<file path="src/rtl/uart_tx_queue.sv">
// Byte transmit queue: circular FIFO feeding the uart_send serializer via a tx_en/tx_busy handshake.
// Optional drain-complete interrupt is built when UART_TXQ_IRQ_EN is defined; otherwise int_tx is tied low.
module uart_tx_queue #(
  parameter int DEPTH        = 16,
  parameter int BUSY_TIMEOUT = 8
) (
  input  logic                     clk,
  input  logic                     rst,
  input  logic                     wr_en,
  input  logic [7:0]               wr_data,
  input  logic                     clr_ovf,
  input  logic                     tx_busy,
  output logic                     tx_en,
  output logic [7:0]               tx_data,
  output logic                     full,
  output logic                     empty,
  output logic [$clog2(DEPTH):0]   level,
  output logic                     ovf,
  output logic                     int_tx
);

  localparam int AW = $clog2(DEPTH);
  localparam int CW = AW + 1;
  localparam int TW = $clog2(BUSY_TIMEOUT);

  // Handshake: tx_en is a single-cycle launch pulse, only issued from LAUNCH, which is
  // reached solely from IDLE; IDLE is only re-entered once tx_busy is low or the busy-rise
  // wait has timed out, so tx_en is never raised while the serializer reports busy.
  typedef enum logic [1:0] {IDLE, LAUNCH, WAIT_BUSY, WAIT_DONE} state_t;

  state_t          state;
  state_t          state_next;
  logic [7:0]      mem [DEPTH];
  logic [AW-1:0]   wr_ptr;
  logic [AW-1:0]   rd_ptr;
  logic [CW-1:0]   count;
  logic [TW-1:0]   tmo_cnt;
  logic            push;
  logic            pop;

  assign full  = (count == CW'(DEPTH));
  assign empty = (count == '0);
  assign level = count;
  assign push  = wr_en && !full;

  always_comb begin
    state_next = state;
    tx_en      = 1'b0;
    pop        = 1'b0;
    case (state)
      IDLE: begin
        if (!empty) begin
          pop        = 1'b1;
          state_next = LAUNCH;
        end
      end
      LAUNCH: begin
        tx_en      = 1'b1;
        state_next = WAIT_BUSY;
      end
      WAIT_BUSY: begin
        if (tx_busy) begin
          state_next = WAIT_DONE;
        end else if (tmo_cnt == TW'(BUSY_TIMEOUT - 1)) begin
          state_next = IDLE;
        end
      end
      WAIT_DONE: begin
        if (!tx_busy) begin
          state_next = IDLE;
        end
      end
      default: state_next = IDLE;
    endcase
  end

  always_ff @(posedge clk) begin
    if (rst) begin
      state <= IDLE;
    end else begin
      state <= state_next;
    end
  end

  // Timeout counter only advances while waiting for the serializer to acknowledge.
  always_ff @(posedge clk) begin
    if (rst || state == LAUNCH) begin
      tmo_cnt <= '0;
    end else if (state == WAIT_BUSY && !tx_busy) begin
      tmo_cnt <= tmo_cnt + TW'(1);
    end
  end

  always_ff @(posedge clk) begin
    if (push) begin
      mem[wr_ptr] <= wr_data;
    end
  end

  always_ff @(posedge clk) begin
    if (rst) begin
      wr_ptr  <= '0;
      rd_ptr  <= '0;
      count   <= '0;
      tx_data <= 8'h00;
    end else begin
      if (push) begin
        wr_ptr <= wr_ptr + AW'(1);
      end
      if (pop) begin
        rd_ptr  <= rd_ptr + AW'(1);
        tx_data <= mem[rd_ptr];
      end
      case ({push, pop})
        2'b10:   count <= count + CW'(1);
        2'b01:   count <= count - CW'(1);
        default: count <= count;
      endcase
    end
  end

  // A dropped push outranks a same-cycle clear so no overflow is ever lost.
  always_ff @(posedge clk) begin
    if (rst) begin
      ovf <= 1'b0;
    end else if (wr_en && full) begin
      ovf <= 1'b1;
    end else if (clr_ovf) begin
      ovf <= 1'b0;
    end
  end

`ifdef UART_TXQ_IRQ_EN
  logic drain_done;

  assign drain_done = (state == WAIT_DONE || state == WAIT_BUSY) && state_next == IDLE &&
                      empty && !push;

  always_ff @(posedge clk) begin
    if (rst) begin
      int_tx <= 1'b0;
    end else if (push) begin
      int_tx <= 1'b0;
    end else if (drain_done) begin
      int_tx <= 1'b1;
    end
  end
`else
  assign int_tx = 1'b0;
`endif

endmodule
</file>
<file path="config.mk">
export PLATFORM = sky130hd
export DESIGN_NAME = uart_tx_queue
export DESIGN_NICKNAME = d
export VERILOG_FILES = /design/src/rtl/uart_tx_queue.sv
export SDC_FILE = /design/constraint.sdc
export NUM_CORES = 1
export LEC_CHECK = 0
export CAP_MARGIN = 10
export CORE_MARGIN = 10
export CORE_UTILIZATION = 45
export CTS_BUF_LIST = sky130_fd_sc_hd__clkbuf_4 sky130_fd_sc_hd__clkbuf_8
export CTS_CLUSTER_DIAMETER = 30
export DETAILED_ROUTE_END_ITERATION = 10
export PLACE_DENSITY = 0.61
export SYNTH_ARGS = -nofsm -noshare
export SYNTH_HDL_FRONTEND = slang
export SYNTH_SLANG_ARGS = --single-unit
export TNS_END_PERCENT = 50
</file>
<file path="constraint.sdc">
create_clock -name clk -period 4.6 [get_ports clk]
set_input_delay 0.92 -clock clk [delete_from_list [all_inputs] [get_ports clk]]
set_output_delay 0.92 -clock clk [all_outputs]
set_load 0.005 [all_outputs]
</file>
==> impl_metrics.json, run 1 <==
{
  "regToRegEndpoint": "level[4]",
  "syn_area_um2": 6290,
  "drt_first_pass_iters": 4,
  "via_count": 3409,
  "synth_ff_type": "edfxtp_1",
  "netlist_top_cells_area": "edfxtp_1, dfxtp_1, mux4_2, mux2i_1, nor2_1",
  "hold_viol_final": 0,
  "yosys_warnings": 0,
  "wire_per_inst_um": 20.4,
  "dr.first_iter.drc_count": 233,
  "grt_max_degree": 38,
  "htreeDepth": 4,
  "whs_endpoint": "tx_data[0]",
  "remaining_drc_errors": 0,
  "synth_simple_gate_area_frac": 0.0676,
  "arrival_ns": 3.60,
  "cts.path.max_buffers": 2,
  "use_met2": 0.209,
  "gr-max-usage-layer": "met2",
  "grt_pass1_wl_mm": 20.2,
  "via_per_inst": 5.43,
  "dp.cells": 595,
  "n_antenna_cell": 0,
  "start_kind": "primary input",
  "finClkSkew_ns": 0.00835,
  "core_area_um2": 13800,
  "ys_ff_latch": 155,
  "power_density_nw_per_um2": 493,
  "drive_gt1_frac": 0.136,
  "synth-adder-area-share": 0.0219,
  "worst_pin_slew_ns": 1.10,
  "die-height_um": 138,
  "num-fill-cells": 1175,
  "area_growth_pct": 13.4,
  "cts_buffers": 17,
  "layout.cells.non_filler": 628,
  "path_class": "primary input to flop",
  "synth_top_area_frac": 0.611,
  "ys_seq_area_frac": 0.697,
  "ctsResizeCount": 0,
  "cp_max_fo": 9,
  "grt_remaining_overflow": 0,
  "fmax_mhz": 307,
  "nNetsFinal": 459,
  "yosysMostFrequentCell": "edfxtp_1",
  "hpwl_mm": 8.42,
  "holdCritPathClass": "flop to flop",
  "cts_tree": "built",
  "drtAntennaViolNets": 0,
  "synth_edf_count": 128,
  "cts.clk_slew.worst_paths_ns": 0.08,
  "io_buffers": 29,
  "grt_setup_unrepaired": "false",
  "min_path_cells": 2,
  "synth.net_count": 428,
  "start_util": 0.457,
  "synthXorXnorAreaFrac": 0.0125,
  "status": "finished clean",
  "fin_setup_tns_ns": 0,
  "avgSynthCellArea_um2": 15.6,
  "end_kind": "flop",
  "synth_commonest_cells": "edfxtp_1, nor2_1, mux2i_1",
  "setup_viol": 0,
  "gp_congestion": 0.760,
  "ctsHoldBuffers": 0,
  "required_ns": 4.94,
  "hold_start": "tx_data[0]",
  "grt_pass1_vias": 3468,
  "row_count": 43,
  "yosysUniqueCellTypes": 40,
  "crit-reg2reg-launch": "level[1]",
  "synthCells": 404,
  "finalPower_mw": 3.52,
  "wl_mm": 12.8,
  "use_met1": 0.179,
  "min_period_over_period": 0.708,
  "cts_setup_buffers": 0,
  "ir_worst_vdd_uv": 168,
  "synth_compound_area_frac": 0.0622,
  "synth.mux.area_fraction": 0.115,
  "ios": 31,
  "slew_headroom": 0.268,
  "leakage_nw": 2.28,
  "synth_top_cell_by_area": "edfxtp_1",
  "synth_top_family_by_area": "multiplexers",
  "reg2reg_depth": 11,
  "track_usage": 0.136,
  "fp.dieArea_um2": 19100,
  "ys_async_sr_fraction": 0,
  "use_met3": 0.0329,
  "cts_root_buf": "clkbuf_8",
  "clock_sinks": 155,
  "ff2ff_setup_slack_ns": 1.63,
  "cap_violations": 0,
  "antenna_found_initial": 0,
  "period_minus_slack_ns": 3.26,
  "drv_slew": 0,
  "fp.dieW_um": 138,
  "clock_latency_ns": 0.45
}
area by class of cell:
class,count,area (um2),area share
multi-input combinational,219,1760,0.247
inverter,5,18.8,0.00263
tap,180,225,0.0316
timing repair buffer,37,358,0.0502
sequential,155,4390,0.615
clock buffer,23,292,0.0409
clock inverter,9,96.3,0.0135
stage by stage:
stage          setup slack (ns)  hold WS (ns)  instance area (um2)   util
6_report                   1.34         0.503                 7130  0.518
5_1_grt                    1.18         0.550                 7130  0.518
4_1_cts                    1.39         0.510                 7120  0.517
3_5_place_dp              0.909         0.499                 6730  0.489
3_3_place_gp              0.982         0.497                 6730  0.489
2_1_floorplan              1.56         0.483                 6290      -
kinds of logic (layout without fill, tap and decap cells):
| family | after synthesis | count (layout) |
|---|---|---|
| xor gates and xnor gates | 9 | 9 |
| muxes | 52 | 52 |
| other | 1 | 1 |
| DFF | 155 | 155 |
| and+or+nand+nor | 89 | 89 |
| AOI/OAI and AO/OA | 57 | 57 |
| adders and majority gates | 11 | 11 |
| buffers and inverters | 30 | 74 |
cell usage in the layout, fill, tap and decap left out, drive strengths merged:
cell / instances
nand2: 9
xnor2: 2
nor4: 2
buf: 8
nand3: 1
mux4: 16
clkinv: 7
nor2: 51
a21boi: 1
inv: 5
a21o: 2
and2: 2
nand4: 2
dfxtp: 27
o22ai: 18
edfxtp: 128
a211o: 1
ha: 11
clkdlybuf4s50: 29
nor3: 4
a21oi: 13
bufinv: 2
a211oi: 1
nor2b: 4
nor3b: 1
xor2: 7
a311oi: 8
o21a: 1
o21ai: 3
nand2b: 8
mux2: 1
a22oi: 9
nand3b: 3
clkbuf: 23
or3: 2
mux2i: 35
conb: 1
routing by layer:
metal,vias up,share of wire
met4,0,0.013
met1,1706,0.45
met2,88,0.48
met5,-,0
met3,10,0.057
li1,1605,-
sequential cells by signal (all words and copies together), names as in the netlist:
name,count
wr_ptr,4
level,5
tmo_cnt,3
tx_data,8
state,2
rd_ptr,4
mem,128
ovf,1
report_power, final:
group          total (mW)  leakage, nW  switching (mW)  internal (mW)
Sequential           1.72         1.38           0.110           1.61
Clock               0.999        0.206           0.471          0.528
Combinational       0.803        0.697           0.416          0.388
worst max-delay path, cell delays in order:
cell and delay (ns):
clkdlybuf4s50_1 0.48, a21boi_2 0.38, inv_1 0.14, ha_1 0.34
xor2_1 0.19, ha_1 0.21, a21oi_1 0.20, nand2b_1 0.09
a21o_1 0.18, a21oi_1 0.13, mux2_2 0.34
how the worst max path moves through the flow:
stage	start	end	cells past startpoint
floorplan	wr_en	level[4]	11
global placement	wr_en	level[4]	11
detailed placement	wr_en	level[4]	11
CTS	wr_en	level[4]	11
global route	wr_en	level[4]	11
finish	wr_en	level[4]	11
Power figures use the tool's default switching activity.
==> inputs of run 2 (changes only) <==
- clock period: 4.6 -> 3.2 ns (I/O delays scaled with it)
==> impl_metrics.json, run 2 (synthesis gave the netlist of run 1 again) <==
{
  "fmax_mhz": 384,
  "row_count": 43,
  "min_path_cells": 2,
  "grt_max_degree": 35,
  "clock_sinks": 155,
  "nNetsFinal": 473,
  "cts_root_buf": "clkbuf_8",
  "ff2ff_setup_slack_ns": 0.60,
  "cts_tree": "built",
  "ir_worst_vdd_uv": 257,
  "wire_per_inst_um": 19.8,
  "setup_viol": 0,
  "whs_endpoint": "tx_data[7]",
  "status": "finished clean",
  "finClkSkew_ns": 0.00621,
  "dr.first_iter.drc_count": 308,
  "drtAntennaViolNets": 0,
  "die-height_um": 138,
  "hold_viol_final": 0,
  "core_area_um2": 13800,
  "largest_register": "mem",
  "cap_violations": 0,
  "num-fill-cells": 1199,
  "drive_gt1_frac": 0.162,
  "start_util": 0.457,
  "grt_pass1_vias": 3529,
  "area_growth_pct": 14.8,
  "worst_pin_slew_ns": 0.683,
  "hold_start": "tx_data[7]",
  "leakage_nw": 2.33,
  "drv_slew": 0,
  "start_kind": "flop",
  "drt_first_pass_iters": 4,
  "arrival_ns": 1.96,
  "remaining_drc_errors": 0,
  "fp.dieArea_um2": 19100,
  "fp.dieW_um": 138,
  "period_minus_slack_ns": 2.60,
  "holdCritPathClass": "flop to flop",
  "hpwl_mm": 8.20,
  "cts_setup_buffers": 0,
  "utilization": 0.524,
  "grt_remaining_overflow": 0,
  "min_period_over_period": 0.814,
  "ios": 31,
  "via_count": 3444,
  "via_per_inst": 5.36,
  "grt_pass1_wl_mm": 20.0,
  "wl_mm": 12.7,
  "io_buffers": 29,
  "end_kind": "primary output",
  "grt_setup_unrepaired": "false",
  "largest_reg_flops": 128,
  "fin_setup_tns_ns": 0,
  "final_cell_mix": "edfxtp_1, nor2_1, mux2i_1",
  "track_usage": 0.136,
  "cts_buffers": 17,
  "ctsResizeCount": 0,
  "antenna_found_initial": 0,
  "cts.path.max_buffers": 2,
  "htreeDepth": 4,
  "clock_latency_ns": 0.45,
  "cp_max_fo": 8,
  "required_ns": 2.56,
  "cts.clk_slew.worst_paths_ns": 0.08,
  "crit-reg2reg-launch": "level[1]",
  "gp_congestion": 0.803,
  "mostFrequentLayoutCell": "edfxtp_1",
  "path_class": "flop to primary output",
  "power_density_nw_per_um2": 689,
  "regToRegEndpoint": "level[4]",
  "n_antenna_cell": 0,
  "reg2reg_depth": 10,
  "ctsHoldBuffers": 0,
  "slew_headroom": 0.544
}
[run 2: final cells by class]
type                       count  area [um2]  area share
timing repair buffer          51         468      0.0648
tap                          180         225      0.0312
clock inverter                15         133      0.0184
sequential                   155        4390       0.607
clock buffer                  17         234      0.0324
multi-input combinational    219        1760       0.244
inverter                       5        18.8     0.00260
[run 2: per-stage QoR]
stage	hold WS, ns	worst slack (ns)	instances	power, mW	cell area [um2]
2_1_floorplan	0.483	0.376	404	3.26	6290
6_report	0.501	0.596	642	4.98	7220
5_1_grt	0.541	0.370	642	5.25	7220
3_5_place_dp	0.497	0.180	610	3.68	6860
4_1_cts	0.507	0.544	642	5.03	7220
3_3_place_gp	0.495	0.184	610	3.64	6860
[run 2: routing by layer]
metal  part of all wire  vias up  GRT usage
met5                  0        -          0
met4              0.013        0     0.0477
met3              0.050       14     0.0404
met2               0.49       76      0.214
met1               0.45     1719      0.175
li1                   -     1635          -
[run 2: worst max-delay path by stage]
| stage | depth (start not counted) | startpoint | end |
|---|---|---|---|
| 2_1_floorplan | 13 | level[1] | level[4] |
| 5_1_grt | 10 | level[1] | level[4] |
| 4_1_cts | 3 | level[1] | full |
| 3_5_place_dp | 11 | wr_en | level[4] |
| 6_report | 3 | level[1] | full |
| 3_3_place_gp | 11 | wr_en | level[4] |
[run 2: critical path, stage by stage (launching register included)]
cell,delay [ns]
dfxtp_1,0.41
nor4_4,0.40
and2_1,0.20
clkdlybuf4s50_1,0.51
[run 2: where the power goes]
group          switching [mW]  internal [mW]  total [mW]
Combinational           0.630          0.567        1.20
Sequential              0.112           2.31        2.42
Clock                   0.685          0.674        1.36
Total                    1.43           3.55        4.98
